==> src/rtl/dcache_dm_rv32_pkg.sv <==
// Shared definitions for the RV32 D-cache: FSM encodings, bus op codes and the byte-merge helper.
package dcache_dm_rv32_pkg;

  localparam logic [1:0] ST_IDLE   = 2'd0;
  localparam logic [1:0] ST_REFILL = 2'd1;
  localparam logic [1:0] ST_WRITE  = 2'd2;
  localparam logic [1:0] ST_RESP   = 2'd3;

  localparam logic       BUS_OP_READ  = 1'b0;
  localparam logic       BUS_OP_WRITE = 1'b1;
  localparam logic [3:0] BE_ALL       = 4'hF;

  function automatic logic [31:0] mergeBytes(input logic [31:0] oldWord,
                                             input logic [31:0] newWord,
                                             input logic [3:0]  be);
    logic [31:0] res;
    res = oldWord;
    for (int b = 0; b < 4; b++) begin
      if (be[b]) res[8*b +: 8] = newWord[8*b +: 8];
    end
    return res;
  endfunction

endpackage

==> src/rtl/dcache_dm_rv32_store.sv <==
// Data/tag/valid storage for the direct-mapped D-cache: async read port, byte-enable write,
// tag+valid install and single-cycle flush-all.
module dcache_dm_rv32_store
  import dcache_dm_rv32_pkg::*;
#(
  parameter int DEPTH = 8,
  parameter int IDX_W = 3,
  parameter int TAG_W = 27
) (
  input  logic             iCLK,
  input  logic             iRST,
  input  logic [IDX_W-1:0] rdIdx,
  output logic [31:0]      rdData,
  output logic [TAG_W-1:0] rdTag,
  output logic             rdValid,
  input  logic             wrEn,
  input  logic [IDX_W-1:0] wrIdx,
  input  logic [3:0]       wrBe,
  input  logic [31:0]      wrData,
  input  logic             tagWe,
  input  logic [TAG_W-1:0] wrTag,
  input  logic             flush
);

  logic [31:0]      dataArr [DEPTH];
  logic [TAG_W-1:0] tagArr  [DEPTH];
  logic [DEPTH-1:0] validArr;

  // NOTE: data and tag arrays are deliberately left unreset so they map onto plain RAM;
  // the valid bits alone make their power-up contents harmless.
  always_ff @(posedge iCLK) begin
    if (wrEn) dataArr[wrIdx] <= mergeBytes(dataArr[wrIdx], wrData, wrBe);
  end

  always_ff @(posedge iCLK) begin
    if (tagWe) tagArr[wrIdx] <= wrTag;
  end

  always_ff @(posedge iCLK) begin
    if (iRST || flush) validArr <= '0;
    else if (tagWe)    validArr[wrIdx] <= 1'b1;
  end

  assign rdData  = dataArr[rdIdx];
  assign rdTag   = tagArr[rdIdx];
  assign rdValid = validArr[rdIdx];

endmodule

==> src/rtl/dcache_dm_rv32.sv <==
// Direct-mapped, write-through, no-write-allocate RV32 data cache: hit compare, miss/write FSM
// and registered bus request port.
module dcache_dm_rv32
  import dcache_dm_rv32_pkg::*;
#(
  parameter int DEPTH  = 8,
  parameter int ADDR_W = 32
) (
  input  logic              iCLK,
  input  logic              iRST,
  input  logic              iMEM,
  input  logic              iRW,
  input  logic [ADDR_W-1:0] iMEMADDR,
  input  logic [31:0]       iMEMDATA,
  input  logic [3:0]        iBE,
  output logic [31:0]       oMEMDATA,
  output logic              oStallD,
  output logic              oBUS_REQ,
  output logic              oBUS_WE,
  output logic [ADDR_W-1:0] oBUS_ADDR,
  output logic [31:0]       oBUS_WDATA,
  output logic [3:0]        oBUS_BE,
  input  logic              iBUS_ACK,
  input  logic [31:0]       iBUS_RDATA,
  input  logic              iFLUSH
);

  localparam int IDX_W = $clog2(DEPTH);
  localparam int TAG_W = ADDR_W - IDX_W - 2;

  logic [1:0]       state;
  logic             reqHit;
  logic [IDX_W-1:0] curIdx, reqIdx;
  logic [TAG_W-1:0] curTag, reqTag;
  logic [31:0]      rdData;
  logic [TAG_W-1:0] rdTag;
  logic             rdValid, hit;
  logic             refillDone, writeDone;
  logic             unusedAddrBits;

  assign curIdx         = iMEMADDR[IDX_W+1:2];
  assign curTag         = iMEMADDR[ADDR_W-1:IDX_W+2];
  assign unusedAddrBits = ^iMEMADDR[1:0];
  // The in-flight request's address lives in the bus address register.
  assign reqIdx         = oBUS_ADDR[IDX_W+1:2];
  assign reqTag         = oBUS_ADDR[ADDR_W-1:IDX_W+2];

  assign hit        = rdValid && (rdTag == curTag);
  assign refillDone = (state == ST_REFILL) && iBUS_ACK;
  assign writeDone  = (state == ST_WRITE)  && iBUS_ACK;

  dcache_dm_rv32_store #(.DEPTH(DEPTH), .IDX_W(IDX_W), .TAG_W(TAG_W)) uStore (
    .iCLK    (iCLK),
    .iRST    (iRST),
    .rdIdx   (curIdx),
    .rdData  (rdData),
    .rdTag   (rdTag),
    .rdValid (rdValid),
    .wrEn    (refillDone || (writeDone && reqHit)),
    .wrIdx   (reqIdx),
    .wrBe    (refillDone ? BE_ALL : oBUS_BE),
    .wrData  (refillDone ? iBUS_RDATA : oBUS_WDATA),
    .tagWe   (refillDone),
    .wrTag   (reqTag),
    .flush   ((state == ST_IDLE) && iFLUSH)
  );

  // NOTE: combinational outputs get a default before the case so no path infers a latch.
  always_comb begin
    oStallD = 1'b0;
    case (state)
      ST_IDLE:             oStallD = iMEM && (iFLUSH || !iRW || !hit);
      ST_REFILL, ST_WRITE: oStallD = 1'b1;
      default:             oStallD = 1'b0;
    endcase
  end

  // NOTE: every register here is updated with <= so all of them see pre-edge values.
  always_ff @(posedge iCLK) begin
    if (iRST) begin
      state      <= ST_IDLE;
      reqHit     <= 1'b0;
      oMEMDATA   <= '0;
      oBUS_REQ   <= 1'b0;
      oBUS_WE    <= 1'b0;
      oBUS_ADDR  <= '0;
      oBUS_WDATA <= '0;
      oBUS_BE    <= '0;
    end else begin
      case (state)
        ST_IDLE: begin
          if (iMEM && !iFLUSH) begin
            if (iRW && hit) begin
              oMEMDATA <= rdData;
            end else begin
              oBUS_REQ  <= 1'b1;
              oBUS_ADDR <= {iMEMADDR[ADDR_W-1:2], 2'b00};
              if (iRW) begin
                state      <= ST_REFILL;
                oBUS_WE    <= BUS_OP_READ;
                oBUS_BE    <= BE_ALL;
                oBUS_WDATA <= '0;
              end else begin
                state      <= ST_WRITE;
                oBUS_WE    <= BUS_OP_WRITE;
                oBUS_BE    <= iBE;
                oBUS_WDATA <= iMEMDATA;
                reqHit     <= hit;
              end
            end
          end
        end
        ST_REFILL: begin
          if (iBUS_ACK) begin
            oMEMDATA <= iBUS_RDATA;
            oBUS_REQ <= 1'b0;
            state    <= ST_RESP;
          end
        end
        ST_WRITE: begin
          if (iBUS_ACK) begin
            oBUS_REQ <= 1'b0;
            state    <= ST_RESP;
          end
        end
        default: state <= ST_IDLE;
      endcase
    end
  end

endmodule

==> config.mk <==
export PLATFORM = sky130hd
export DESIGN_NAME = dcache_dm_rv32
export DESIGN_NICKNAME = d
export VERILOG_FILES = /design/src/rtl/dcache_dm_rv32_pkg.sv /design/src/rtl/dcache_dm_rv32_store.sv /design/src/rtl/dcache_dm_rv32.sv
export SDC_FILE = /design/constraint.sdc
export NUM_CORES = 1
export LEC_CHECK = 0
export BUFFER_PORTS_ARGS = -buffer_cell sky130_fd_sc_hd__buf_4
export CORE_ASPECT_RATIO = 0.5
export CORE_UTILIZATION = 59
export DETAILED_ROUTE_END_ITERATION = 8
export GPL_ROUTABILITY_DRIVEN = 0
export HOLD_SLACK_MARGIN = 0.06
export PLACE_DENSITY_LB_ADDON = 0.15
export SLEW_MARGIN = 20
export SYNTH_ARGS = -nofsm -noshare
export SYNTH_HDL_FRONTEND = slang
export SYNTH_SLANG_ARGS = --single-unit
==> constraint.sdc <==
create_clock -name iCLK -period 4.16 [get_ports iCLK]
set_input_delay 0.208 -clock iCLK [delete_from_list [all_inputs] [get_ports iCLK]]
set_output_delay 0.208 -clock iCLK [all_outputs]
set_load 0.02 [all_outputs]
Word-level counts from Yosys, hierarchy flattened
Memories as Yosys holds them, arrays and structs flattened. Cells that the tools add are included.

Bits in registers: 111. Memory bits (writable): 472. Input port bits: 106. Output and inout port bits: 103. Word-level logic and storage cells: 93. Memories kept: 2.

Order comparisons: 3. Equality and inequality tests: 12. Muxes and demuxes: 35. Bitwise logic cells: 3. Reductions and logical operators: 29.

Memories: uStore.dataArr (depth 8, width 32, rd ports 1, clocked after Yosys merged registers in 0, write ports 1, RTL line dcache_dm_rv32_store.sv:25) `logic [31:0] dataArr [DEPTH];`; uStore.tagArr (depth 8, width 27, rd ports 1, clocked after Yosys merged registers in 0, write ports 1, RTL line dcache_dm_rv32_store.sv:26) `logic [TAG_W-1:0] tagArr [DEPTH];`.

Operators by type and width (number): 32-bit 2-to-1 mux (5); 8-bit 2-to-1 mux (8); 32-bit case mux with 2 select lines (1); 27-bit == test (1); 2-bit inequality test (second input constant) (6); 4-bit AND reduction (3); 1-bit 2-to-1 mux (10); 1-bit logical AND (9); 3-bit by 4-bit < comparator with 1-bit output (second input constant) (2); 2-bit 2-to-1 mux (4); 4-bit 2-to-1 mux (2); 8-bit bitwise OR (1); 2-bit AND reduction (4); 2-bit by 1-bit inequality test with 1-bit output (second input constant) (3); 3-bit AND reduction (2); 1-bit logical OR (4); 1-bit case mux with 2 select lines (2); 2-bit case mux with 2 select lines (1); 2-bit nonzero test (2); 1-bit binary-select mux with 3-bit select (1); 1-bit demux with 3-bit select (1); 3-bit by 1-bit >= comparator with 1-bit output (second input constant) (1); 1-bit zero test (3); 2-bit by 1-bit == test with 1-bit output (second input constant) (1); other kinds (4) (5).

Logic depth before layout (Yosys ltp)
Gate-level depths: netlist of run 1.

Depth in word-level cells: 7. Mapped depth: 14. Mapped depth without buffers: 8.

Cells and area by module
A second synthesis of run 1 with hierarchy kept.

Cell total of the unflattened synthesis: 1257. Area total of the unflattened synthesis: 23686.5 µm².

By module, submodules not included: dcache_dm_rv32_store (times used 1, cells each 757, area an instance 18415.2 µm²); dcache_dm_rv32 (times used 1, cells each 500, area an instance 5271.3 µm²).

Least setup slack after synthesis of run 1
No wires, ideal clock.

Kind: input to register. From: in iMEMADDR[2]. To: reg oMEMDATA[13]. Arrival: 3113 ps. Setup slack: 925 ps. Stages on the path: 12. Buffers on the path: 6. Path through: buf_4 buf_6 buf_4 buf_2 buf_1 buf_1 mux4_2 mux2i_1 nor2_1 a21oi_1 nor2_1 mux2_4.

Cells in the longest elaborated chain, start to end: 6. Elaborated cells on any way between the ends: 12.

Ends and longest elaborated chain: start, declared (RTL line dcache_dm_rv32.sv:13) `input logic [ADDR_W-1:0] iMEMADDR,`; memory 8 x 27 bit / 1-bit binary-select mux with 3-bit select (equally long branches); 27-bit == test / 1-bit 2-to-1 mux (equally long branches) (RTL line dcache_dm_rv32.sv:48, dcache_dm_rv32_store.sv:46); 1-bit logical AND (RTL line dcache_dm_rv32.sv:48) `assign hit = rdValid && (rdTag == curTag);`; 1-bit logical AND (RTL line dcache_dm_rv32.sv:93) `if (iRW && hit) begin`; 2-bit by 1-bit inequality test with 1-bit output (no line); 4-bit AND reduction (no line); end signal, assigned (RTL line dcache_dm_rv32.sv:94) `oMEMDATA <= rdData;`; end signal, assigned (RTL line dcache_dm_rv32.sv:115) `oMEMDATA <= iBUS_RDATA;`; end, declared (RTL line dcache_dm_rv32.sv:16) `output logic [31:0] oMEMDATA,`.

Several ways; a longest one is shown, not always the timed one. The select of a mux whose other input is x is not followed. A chain may end at the register's enable or synchronous reset.

Worst setup path in the final report of run 1
From: mem uStore.tagArr[2][2]. To: out oStallD.

Cells in the longest elaborated chain, start to end: 7.

Ends and longest elaborated chain: start, declared (RTL line dcache_dm_rv32_store.sv:26); memory 8 x 27 bit; 27-bit == test (RTL line dcache_dm_rv32.sv:48); 1-bit logical AND (RTL line dcache_dm_rv32.sv:48); 1-bit zero test (RTL line dcache_dm_rv32.sv:72) `ST_IDLE: oStallD = iMEM && (iFLUSH || !iRW || !hit);`; 1-bit logical OR (RTL line dcache_dm_rv32.sv:72); 1-bit logical AND (RTL line dcache_dm_rv32.sv:72); 1-bit case mux with 2 select lines (RTL line dcache_dm_rv32.sv:71) `case (state)`; end, declared (RTL line dcache_dm_rv32.sv:17) `output logic oStallD,`.

No other way between the ends.

==> key figures, run 1 <==
Critical path
  – Critical Path Most Common Cell: buf_4
  – CP max-delay cell: or4_1
  – Critical path's largest stage delay: roughly 610 ps
  – Critical Path RT: just under 4000 ps
  – Max FO, Critical Path: 3
  – Type of origin of the critical path: register
  – Crit. End Element: output pin
  – Worst Path Arrival: between 3000 and 4000 ps
  – Critical path class: reg2out
  – Cells along the critical path: mux4_2 -> mux2i_2 -> nor2_1 -> or4bb_1 -> or4_1 -> nor4_4 -> buf_4 -> a21o_1 -> a21oi_1 -> buf_4

STA
  – Setup WS post-layout: about 200 ps
  – Hold slack final: 77.0 ps
  – Fin. max-slew vios: 0
  – Period minus WS final: 3960 ps
  – Fin Clk Skew: around 17 ps
  – Fmax: 253 MHz
  – Final Setup Violations: 0
  – Relative slew slack: around 33%
  – Setup_tns: 0 ps
  – Slew @ Worst Pin: 1000 ps
  – Fin. Hold Viols: 0
  – Final Cycle Share: 95.1%
  – RSZ-0062 raised after global routing: false

Logic synthesis
  – Seq/Total Area, Yosys: slightly below 70%
  – Netlist Area Pre-Place: 0.0238 mm^2
  – Synth warnings: 0
  – Unique masters post-synth: between 50 and 60
  – Yosys top cell area share: a little under 60%
  – Post-synth EDFFs: 472
  – Post-synthesis cell type with the largest combined area: edfxtp_1
  – Synth async-reset ratio: 0%
  – Area contributors post-synth: edfxtp_1 60%, dfxtp_1 9.4%, mux4_2 8.3%, mux2i_1 4.0%, mux2_2 2.3%
  – Post-Syn Instances: roughly 1500
  – Post-synth top cells: 472 x edfxtp_1, 116 x nor2_1, 111 x dfxtp_1, 102 x a21oi_1, 95 x mux2i_1
  – Seq cells post-synth: ~600
  – Most common cell in the synthesized netlist: edfxtp_1
  – Most used DFF post-synth: edfxtp_1
  – Syn_area_per_cell: 15.9 um^2

Global route
  – Met1 Use GR: a little under two fifths
  – Grt met3 use: approximately 4.5%
  – Initial antenna violation count: 1
  – Vias in the first global route: around 15000
  – First-pass GRT wire length: between 80000 and 90000 um
  – GRT Max-Usage Layer: met2
  – Largest net degree at the start of global routing: 70
  – Gr ovfl total: 0
  – GRT Resource Usage Total: between 20 and 30%
  – Met2 Track Usage GR: 48.4%

Route
  – Drt via density: between 6 and 7
  – Final wirelength: between 50000 and 60000 um
  – DR WL/cell: approximately 25 um
  – Pre-Repair DR Iteration Count: 5
  – Via count: approximately 15000
  – Residual DRC: 0
  – Initial DRC Count: approximately 1200
  – Post-route ant nets: 0

Cells and area
  – Area grow syn2layout: 20.4%
  – Nets: 1910
  – Layout cells sized above 1: 28.3%
  – Fillers: about 2500
  – Final Cell Area: 0.0286 mm^2
  – Multi-input logic area: about 0.0070 mm^2
  – Register area: about 0.016 mm^2

Placement
  – Port Buf Inserts: 204
  – Placed Area: between 0.02 and 0.03 mm^2
  – Dpl hpwl: 35300 um
  – Post-Place Setup Slack: roughly 380 ps

Power and ir drop
  – Worst VDD drop: 348 uV
  – Tot Pwr: 13.1 mW
  – Static leakage: 10.4 nW
  – P per Cell Area: 457 mW/mm^2

Clock network
  – H-tree Lvls: 2
  – CTS tree: yes
  – CTS Sinks: 583
  – Postcts setup bufs: 0
  – Later-pin clock latency in the skew report: between 500 and 600 ps
  – CTS clk-pin slew, worst paths: ~60 ps
  – Clock root buffer: clkbuf_16
  – CTS Buf Count: slightly below 50
  – Clock Path Buffers: 3

Floorplan
  – Site Rows: 51
  – Initial Utilization: 60.5%
  – Die height: between 100 and 150 um
  – Die W: 286 um
  – Num ports: between 200 and 250
  – Core Region: about 0.04 mm^2
  – Die ar.: 0.0411 mm^2

Job
  – Max-cap viol count: 0

Worst hold path
  – Worst Hold Class: in2reg

Status
  – Status: finished, final reports clean
==> metal layers <==
| metal | vias up | part of all wire [%] | wire [um] |
|---|---|---|---|
| li1 | 6402 | - | - |
| met1 | 7396 | 40 | 23500 |
| met2 | 616 | 51 | 29400 |
| met3 | 114 | 6.5 | 3790 |
| met4 | 0 | 2.6 | 1490 |
| met5 | - | 0 | 0 |
==> layout make-up <==
class	instances	share of cell area, %
Antenna cell	1	0.00875
Clock buffer	77	5.19
Clock inverter	15	0.284
Inverter	6	0.0787
Multi-Input combinational cell	812	24.4
Sequential cell	583	57.3
Tap cell	530	2.32
Timing Repair Buffer	348	10.4
==> sequential cells by signal (all words and copies together) (netlist names) <==
signal           flops
oBUS_ADDR           30
oBUS_BE              4
oBUS_REQ             1
oBUS_WDATA          32
oBUS_WE              1
oMEMDATA            32
reqHit               1
state                2
uStore.dataArr     256
uStore.tagArr      216
uStore.validArr      8
==> placed cells by master (no fill, tap or decap), types with 32 or more instances in the layout <==
| cell type | synthesis | layout |
|---|---|---|
| edfxtp_1 | 472 | 472 |
| mux4_2 | 88 | 88 |
| clkbuf_16 | 0 | 51 |
| nor2_1 | 116 | 106 |
| a21oi_1 | 102 | 102 |
| dlygate4sd3_1 | 0 | 92 |
| nand2_1 | 42 | 41 |
| nor2b_1 | 39 | 39 |
| o21ai_0 | 72 | 72 |
| mux2i_1 | 95 | 94 |
| dfxtp_1 | 111 | 111 |
| mux2_2 | 48 | 48 |
| buf_4 | 4 | 244 |
| nand3_1 | 33 | 32 |
==> worst paths after layout <==
check | from | to | slack (ps) | depth (start not counted)
max | uStore.tagArr[2][2] | oStallD | 200 | 10
min | iBUS_RDATA[25] | oMEMDATA[25] | 80 | 4
max reg2reg | uStore.tagArr[7][13] | oMEMDATA[29] | 540 | 9
min reg2reg | uStore.validArr[6] | uStore.validArr[6] | 460 | 1
==> logic make-up (layout without fill, tap and decap cells) <==
group           after synthesis  in the layout  share of synthesized area (%)
xor+xnor                     10             10                          0.369
other cells                   1              3                         0.0158
mux                         261            261                           16.5
flops                       583            583                           69.0
buf+inv                     103            446                           1.94
simple gates                297            297                           6.14
fa+ha+maj                     4              4                          0.211
compound gates              238            238                           5.82
==> critical path: cells and delay by family (launching register included) <==
kind / cells / cell delay [ps]
AND/OR/NAND/NOR: 4 / 1500
multiplexers: 2 / 720
flip-flops: 1 / 370
buffers and inverters: 2 / 360
AO/OA/AOI/OAI: 2 / 220
==> what timing repair did <==
item,in CTS,in global routing
endpoints found under the setup margin,0,1
hold buffers,92,0
hold endpoints to repair,232,0
resized for setup,0,2
==> through the flow <==
step / utilization, % / std cells
floorplan: - / 1498
detailed placement: 66.4 / 2187
global placement: 66.4 / 2187
CTS: 72.7 / 2371
global route: 72.8 / 2372
finish: 72.8 / 2372
==> power breakdown <==
group	leakage (nW)	switching [mW]	total [mW]	internal, mW
logic	4.34	1.12	1.85	0.730
clock network	0.762	2.02	4.48	2.46
registers	5.26	0.136	6.74	6.60
total	10.4	3.28	13.1	9.79
No activity file was read; power rests on OpenSTA's default activity.
==> run 2: changes to the inputs <==
--- a/config.mk
+++ b/config.mk
@@ -7,7 +7,7 @@
 export LEC_CHECK = 0
 export BUFFER_PORTS_ARGS = -buffer_cell sky130_fd_sc_hd__buf_4
 export CORE_ASPECT_RATIO = 0.5
-export CORE_UTILIZATION = 59
+export CORE_UTILIZATION = 64
 export DETAILED_ROUTE_END_ITERATION = 8
 export GPL_ROUTABILITY_DRIVEN = 0
 export HOLD_SLACK_MARGIN = 0.06
==> constraint.sdc (replaced) <==
create_clock -name iCLK -period 4.9 [get_ports iCLK]
set_input_delay 0.245 -clock iCLK [delete_from_list [all_inputs] [get_ports iCLK]]
set_output_delay 0.245 -clock iCLK [all_outputs]
set_load 0.02 [all_outputs]
==> run 2 against run 1 <==
Net effect:
- the run now ends with DRC left
- die area down 7.7%
- via count down 0.47%
- clock-buffer cell count unchanged
- first-iteration DRC count up 22%
- final area down 2.3%
- non-clock buffer count down 47
- sequential power down 15%
- combinational power down 17%
- clock skew down 0.80 ps
- clock power down 17%
- critical path depth unchanged
- critical endpoint unchanged
- largest cell class unchanged
==> key figures, run 2 (same netlist as run 1, synthesis figures left out) <==
Status
  – Status: complete, but fails checks
  – Failing checks: DRC

STA
  – Fin Clk Skew: 16.4 ps (-0.804 ps)
  – Final Cycle Share: approximately 88%
  – Fin. max-slew vios: 0 (unchanged)
  – Period minus WS final: between 4000 and 5000 ps
  – Fmax: between 200 and 250 MHz
  – RSZ-0062 raised after global routing: false
  – Fin. Hold Viols: 0 (unchanged)
  – Setup_tns: 0 ps (unchanged)
  – Final Setup Violations: 0 (unchanged)
  – Slew @ Worst Pin: 1010 ps (+7.72 ps)
  – Relative slew slack: 32.4% (-0.52 points)

Floorplan
  – Initial Utilization: 65.6% (+5.1 points)
  – Die height: 138 um (-3.9%)
  – Die W: 275 um (-4.0%)
  – Num ports: 209 (unchanged)
  – Core Region: 0.0362 mm^2 (-7.8%)
  – Site Rows: 49 (-3.9%)
  – Die ar.: 0.0380 mm^2 (-7.7%)

Power and ir drop
  – Worst VDD drop: 278 uV (-20%)
  – Comb pwr share: 14.0% (-0.2 points)
  – Sw power: 2.76 mW (-16%)
  – Static leakage: 10.1 nW (-2.7%)
  – Sequential share of power: 52.2% (+0.6 points)
  – Clock Power Share: 33.8% (-0.5 points)
  – Int Power: 8.19 mW (-16%)
  – P per Cell Area: 392 mW/mm^2 (-14%)
  – Sw Ratio: 25.2% (+0.12 points)

Clock network
  – CTS Sinks: 583 (unchanged)
  – Clock root buffer: clkbuf_16
  – Clock Path Buffers: 3 (unchanged)
  – # resized after CTS: 0 (unchanged)
  – Later-pin clock latency in the skew report: 570 ps (about the same)
  – CTS tree: yes
  – CTS clk-pin slew, worst paths: 70 ps (about the same)
  – H-tree Lvls: 2 (unchanged)
  – CTS Buf Count: 48 (-2.0%)

Cells and area
  – Largest register FFs: 256 (unchanged)
  – Ant diodes: 0 (-1)
  – Most common cell after layout, fill and taps aside: edfxtp_1
  – Nets: 1862 (-2.5%)
  – Top reg by flops: uStore.dataArr
  – Layout cells sized above 1: 27.4% (-0.87 points)
  – Largest regs: uStore.dataArr (256), uStore.tagArr (216)
  – Final cell count without fillers: 2274 (-4.1%)
  – Most frequent cells in the layout: 472 x edfxtp_1, 227 x buf_4, 111 x dfxtp_1
  – Area grow syn2layout: 17.6%
  – Fillers: 2031 (-19%)

Global route
  – Gr ovfl total: 0 (unchanged)
  – Initial antenna violation count: 0 (-1)
  – First-pass GRT wire length: 86700 um (+0.34%)
  – Largest net degree at the start of global routing: 71 (+1.4%)
  – GRT Resource Usage Total: 30.5% (+2.1 points)
  – Vias in the first global route: 14800 (-0.63%)

Critical path
  – Flop-to-flop setup slack: 1280 ps (+740 ps)
  – Critical Path RT: 4660 ps (+710 ps)
  – Worst Path Arrival: 4040 ps (+290 ps)
  – Type of origin of the critical path: register
  – Max FO, Critical Path: 50 (+47)
  – Critical path class: reg2out
  – Crit. End Element: output pin

Route
  – Initial DRC Count: 1469 (+22%)
  – Final wirelength: 56900 um (-2.2%)
  – Post-route ant nets: 0 (unchanged)
  – Drt via density: 6.36 (+3.8%)
  – DR WL/cell: 25.0 um (+2.0%)
  – Pre-Repair DR Iteration Count: 7 (+2)
  – Residual DRC: 4 (+4)
  – Via count: 14500 (-0.47%)

Placement
  – Dpl hpwl: 33600 um (-4.8%)
  – Port Buf Inserts: 204 (unchanged)
  – Placed cell count: 2115 (-3.3%)

Worst hold path
  – Worst Hold Class: in2reg

Job
  – Max-cap viol count: 0 (unchanged)
run 2: cell count changes in the layout (fill, tap and decap cells not counted), moves of 2 or more:
cell / change
buf_12: -8
buf_4: -17
clkbuf_1: +3
clkbuf_16: -2
clkinv_1: -3
clkinv_2: +3
clkinvlp_4: -3
dlygate4sd3_1: -22
run 2: layer usage:
metal	share of wire (%)	global-route usage (%)	vias to the layer above
li1	-	-	6309
met1	39	40.8	7319
met2	51	51.9	708
met3	7.3	4.93	123
met4	2.7	9.50	0
met5	0	0	-
run 2: final timing paths:
| path | depth (start not counted) | from | endpoint |
|---|---|---|---|
| min reg2reg | 1 | uStore.validArr[7] | uStore.validArr[7] |
| max reg2reg | 9 | uStore.tagArr[7][13] | oMEMDATA[14] |
| max | 10 | uStore.tagArr[7][2] | oStallD |
| min | 4 | iBUS_RDATA[29] | oMEMDATA[29] |
run 2: area by class of cell:
class                      count  area, um^2  share of cell area [%]
tap                          484         606                    2.17
timing repair buffer         301        2480                    8.86
clock buffer                  77        1430                    5.12
clock inverter                11        53.8                   0.192
sequential                   583       16400                    58.7
inverter                       6        22.5                  0.0806
multi-input combinational    812        6960                    24.9
run 2: what timing repair did:
item                                   CTS  global route
endpoints found under the hold margin   69             1
buffers inserted                         0             0
hold buffers                            69             1
run 2: power groups by stage:
stage	logic, mW	clock network (mW)	registers (mW)
2_1_floorplan	0.886	0	5.86
3_3_place_gp	1.41	0	5.81
3_5_place_dp	1.46	0	5.82
4_1_cts	1.51	3.72	5.72
5_1_grt	1.64	3.91	5.73
6_report	1.53	3.71	5.72
run 2: metrics by stage:
stage / area, um^2 / setup slack, ps / power, mW / util [%] / hold slack (ps)
after floorplan: 23800 / 1630 / 6.74 / - / 381
after CTS: 27900 / 633 / 10.9 / 77.1 / 60.3
after detailed placement: 25700 / 758 / 7.28 / 71.0 / 452
after global routing: 27900 / 442 / 11.3 / 77.1 / 69.8
after global placement: 25700 / 852 / 7.21 / 71.0 / 441
final: 27900 / 612 / 11.0 / 77.1 / 81.3
run 2: critical path, stage by stage (launching register included):
cell and delay (ps):
edfxtp_1 390, mux4_2 480, mux2i_1 220, nor2_1 80, or4bb_1 490, or4_1 580, nor4_2 500, buf_12 320
a21o_1 160, a21oi_1 70, buf_4 160
